`src/rtl/rr_muxnv.sv`:
```
// rtl/rr_muxnv.sv - registered N-channel round-robin mux with valid/ready on every port
// Optional packet lock enabled by defining RR_MUX_LOCK_EN.
module rr_muxnv #(
    parameter int width    = 32,
    parameter int channels = 4,
    parameter bit rr       = 1'b1,
    localparam int sw      = (channels > 1) ? $clog2(channels) : 1
) (
    input  logic                      clock,
    input  logic                      reset_n,
    input  logic [channels*width-1:0] in_data,
    input  logic [channels-1:0]       in_valid,
    input  logic [channels-1:0]       in_last,
    output logic [channels-1:0]       in_ready,
    output logic [width-1:0]          out_data,
    output logic                      out_valid,
    output logic                      out_last,
    output logic [sw-1:0]             out_sel,
    input  logic                      out_ready
);

    logic             load;
    logic [sw-1:0]    ptr;
    logic             gnt_found;
    logic [sw-1:0]    gnt_idx;
    logic [sw:0]      cand;
    logic [width-1:0] sel_data;
    logic             sel_last;
    logic [sw-1:0]    ptr_next;

`ifdef RR_MUX_LOCK_EN
    logic             lock;
    logic [sw-1:0]    lock_ch;
`endif

    assign load = ~out_valid | out_ready;

    // Search upward from ptr with wraparound; fixed-priority mode keeps ptr at 0.
    always_comb begin
        gnt_found = 1'b0;
        gnt_idx   = '0;
        cand      = '0;
        for (int j = 0; j < channels; j++) begin
            cand = {1'b0, ptr} + (sw+1)'(j);
            if (cand >= (sw+1)'(channels)) begin
                cand = cand - (sw+1)'(channels);
            end
            if (!gnt_found && in_valid[cand[sw-1:0]]) begin
                gnt_found = 1'b1;
                gnt_idx   = cand[sw-1:0];
            end
        end
`ifdef RR_MUX_LOCK_EN
        if (lock) begin
            gnt_found = in_valid[lock_ch];
            gnt_idx   = lock_ch;
        end
`endif
    end

    always_comb begin
        in_ready = '0;
        if (reset_n && load && gnt_found) begin
            in_ready[gnt_idx] = 1'b1;
        end
    end

    always_comb begin
        sel_data = '0;
        for (int i = 0; i < channels; i++) begin
            if (gnt_idx == sw'(i)) begin
                sel_data = in_data[i*width +: width];
            end
        end
        sel_last = in_last[gnt_idx];
    end

    assign ptr_next = (gnt_idx == sw'(channels - 1)) ? '0 : gnt_idx + sw'(1);

    always_ff @(posedge clock or negedge reset_n) begin
        if (!reset_n) begin
            out_data  <= '0;
            out_valid <= 1'b0;
            out_last  <= 1'b0;
            out_sel   <= '0;
            ptr       <= '0;
`ifdef RR_MUX_LOCK_EN
            lock      <= 1'b0;
            lock_ch   <= '0;
`endif
        end else if (load) begin
            if (gnt_found) begin
                out_data  <= sel_data;
                out_last  <= sel_last;
                out_sel   <= gnt_idx;
                out_valid <= 1'b1;
`ifdef RR_MUX_LOCK_EN
                // Mid-packet beats pin the grant; ptr only moves once the packet ends.
                if (!sel_last) begin
                    lock    <= 1'b1;
                    lock_ch <= gnt_idx;
                end else begin
                    lock <= 1'b0;
                    if (rr) begin
                        ptr <= ptr_next;
                    end
                end
`else
                if (rr) begin
                    ptr <= ptr_next;
                end
`endif
            end else begin
                out_valid <= 1'b0;
            end
        end
    end

endmodule
```
`config.mk`:
```
export PLATFORM = sky130hd
export DESIGN_NAME = rr_muxnv
export DESIGN_NICKNAME = d
export VERILOG_FILES = /design/src/rtl/rr_muxnv.sv
export SDC_FILE = /design/constraint.sdc
export NUM_CORES = 1
export LEC_CHECK = 0
export BUFFER_PORTS_ARGS = -buffer_cell sky130_fd_sc_hd__buf_2
export CAP_MARGIN = 20
export CORE_MARGIN = 2
export CORE_UTILIZATION = 42
export CTS_BUF_LIST = sky130_fd_sc_hd__clkbuf_2
export DETAILED_ROUTE_END_ITERATION = 10
export GPL_ROUTABILITY_DRIVEN = 0
export PLACE_DENSITY = 0.8
export SKIP_LAST_GASP = 1
export SYNTH_ARGS = -nofsm -noshare
export SYNTH_HDL_FRONTEND = slang
export SYNTH_SLANG_ARGS = --single-unit
```
`constraint.sdc`:
```
create_clock -name clock -period 2.6 [get_ports clock]
set_input_delay 0.13 -clock clock [delete_from_list [all_inputs] [get_ports clock]]
set_output_delay 0.13 -clock clock [all_outputs]
set_load 0.02 [all_outputs]
```
==> flow_metrics.tcl <==
set metrics [dict create \
    synth_seq_area_share_pct 38.3 \
    cts.sinks 38 \
    synthDistinctLibCells 32 \
    finalCriticalPeriod_ns 2.48 \
    r2r_cells 11 \
    post_drt_wl_per_cell_um 14.4 \
    hold-worst-slack_ns 0.0171 \
    cts-root-buf "clkbuf_2" \
    outcome "complete, no violations" \
    hold_depth 3 \
    first_pass_iters 4 \
    syn_nets 446 \
    synth.cell_area_um2 2480 \
    switching_share_pct 47.0 \
    area_growth_pct 46.0 \
    pwr_density_cell_nw_per_um2 915 \
    grt_max_degree 73 \
    fmax_mhz 403 \
    start_util_pct 42.7 \
    dieArea_um2 6540 \
    switching_power_uw 1560 \
    ir_drop_uv 423 \
    grt.total_usage_pct 23.1 \
    required_ns 2.87 \
    post-route-period-util_pct 95.4 \
    nFillCells 548 \
    placed_area_um2 3440 \
    path_clk_slew_ns 0.20 \
    worstSkewPairLatency_ns 0.39 \
    leakage_uw 0.00182 \
    final.setup_skew_ns 0.0252 \
    r2r_end "out_data[5]$_DFFE_PN0P_" \
    synthTopCellsByArea "dfrtp_1, a221oi_1, nor2b_1" \
    cts_tree "done" \
    hold_class "in -> reg" \
    tightest_slew_ns 0.609 \
    grt_pass1_vias 2735 \
    clk_path_buf_depth 2 \
    min_to "out_data[19]$_DFFE_PN0P_" \
    syn_area_per_cell_um2 8.20 \
    die_w_um 80.9 \
    vias 3030 \
    pwr-share-comb_pct 62.8 \
    drive_above_1_share_pct 42.4 \
    fp.coreArea_um2 5820 \
    antenna_found_initial 0 \
    start_kind "flip-flop" \
    slew_headroom_pct 59.4 \
    grt_remaining_overflow 0 \
    hp-start "in_data[115]" \
    place_hpwl_mm 5.89 \
    arrival_ns 2.75 \
    pwr-share-seq_pct 29.4 \
    synth_top_area_cell "dfrtp_1" \
    cap_viol_max_count 0 \
    final_cell_mix "buf_2, nand2_1, dfrtp_1, a21oi_1, o21ai_0" \
    slew_viol_final 0 \
    critPathKind "reg -> reg" \
    fin_nets 628 \
    design_area_um2 3630 \
    dp_slack_ns 0.133 \
    avgViaCountPerCell 5.40 \
    grt_pass1_wl_mm 11.9 \
    drt_iter0_drc 113 \
    finalNonFillerCells 561 \
    end_kind "flip-flop" \
    layout_commonest_cell "buf_2" \
    portBuffers 178 \
    hold_viol 0 \
    netlist_instances 303 \
    synth_top_area_share_pct 38.3 \
    pwr-share-clk_pct 7.8 \
    place_inst 539 \
    regToRegSetupSlack_ns 0.12 \
    fin_ws_ns 0.120 \
    p_int_uw 1760 \
    ys_ff_latch 38 \
    fp-row-count 28 \
    num_antenna_cells 0 \
    reg2reg_from "ptr[1]$_DFFE_PN0P_" \
    route.detailed.drc 0 \
    wl_mm 8.10 \
    h-tree-depth 2 \
    rsz0062_at_grt "true" \
    num_io_pins 179 \
    cp_max_fo 17 \
    setup_viol 0 \
    ys.warnings.count 0 \
    numCtsBuffers 5 \
    die_y_um 80.9 \
    final_antenna_net_count 0 \
]
## registers in the layout, indices dropped and copies added, names as in the netlist
| register | flops |
|---|---|
| out_data | 32 |
| out_sel | 2 |
| ptr | 2 |
| out_last | 1 |
| out_valid | 1 |
## area by class of cell
type                       count  area, µm²  share of cell area (%)
clock buffer                   6       30.0                   0.828
clock inverter                 2       8.76                   0.242
inverter                       2       7.51                   0.207
multi-input combinational    235       1410                    39.0
sequential                    38        952                    26.3
tap                           75       93.8                    2.59
timing repair buffer         203       1120                    30.9
## cells by family after synthesis
group                      after synthesis  synth area share (%)
buffers and inverters                   30                  5.09
and+or+nand+nor                        119                  24.1
AOI/OAI and AO/OA                      110                  29.7
muxes                                    2                 0.806
DFF                                     38                  38.3
adders and majority gates                4                  2.02
## power by group through the flow
stage                     registers (µW)  clock network, µW  logic, µW
final                                976                260       2080
after CTS                            972                271       2040
after global placement               974                  0       1980
after detailed placement             984                  0       2040
after global routing                1010                300       2290
after floorplan                     1280                  0       1080
## metrics by stage
step           utilization (%)  setup TNS [ns]  power (µW)
5_1_grt                   62.3          -0.128        3600
3_5_place_dp              59.1               0        3020
2_1_floorplan                -               0        2360
6_report                  62.3               0        3320
3_3_place_gp              59.1               0        2950
4_1_cts                   60.3               0        3290
## cell usage after synthesis, drive strengths merged
library cell,number
a21boi,2
inv,2
a221oi,31
nor3b,1
dfrtp,38
nor2,4
buf,10
o21ai,32
ha,4
o311ai,1
mux2i,2
a21oi,34
nand2,40
a22o,1
a21o,1
nand3b,1
nand2b,3
nor3,31
nor2b,32
clkbuf,18
and3,5
o41ai,1
o211ai,2
and2,1
o221ai,1
nand3,1
a2bb2oi,1
o21a,2
a211oi,1
## worst max-delay path, stage by stage (launching register included)
cell and delay [ns]:
dfrtp_2 0.49, mux2i_1 0.14, a2bb2oi_2 0.21, and2_2 0.24, inv_1 0.08, ha_1 0.22
nor2b_2 0.17, buf_6 0.16, a221oi_1 0.34, nor3_1 0.08, a21oi_1 0.13, o21ai_0 0.09
## worst max-delay path by stage
stage                                  start                  endpoint  depth (start not counted)
after detailed placement  ptr[1]$_DFFE_PN0P_   out_data[5]$_DFFE_PN0P_                         11
after global routing      ptr[1]$_DFFE_PN0P_  out_data[28]$_DFFE_PN0P_                         11
after global placement    ptr[1]$_DFFE_PN0P_   out_data[5]$_DFFE_PN0P_                         11
final                     ptr[1]$_DFFE_PN0P_   out_data[5]$_DFFE_PN0P_                         11
after CTS                 ptr[1]$_DFFE_PN0P_               in_ready[2]                          8
after floorplan           ptr[1]$_DFFE_PN0P_  out_data[10]$_DFFE_PN0P_                         12
## layer usage
layer	global-route usage [%]	routed length [µm]	vias to the layer above
met2	42.6	4080	132
li1	-	-	1474
met5	0	0	-
met4	7.29	97	0
met1	25.4	3260	1412
met3	6.56	666	12
## repair_timing
item	CTS	global route
endpoints found under the setup margin	0	24
hold endpoints to repair	40	9
resized for setup	0	4
setup buffers	0	2
hold buffers	3	9
(Power assumes the default switching activity.)
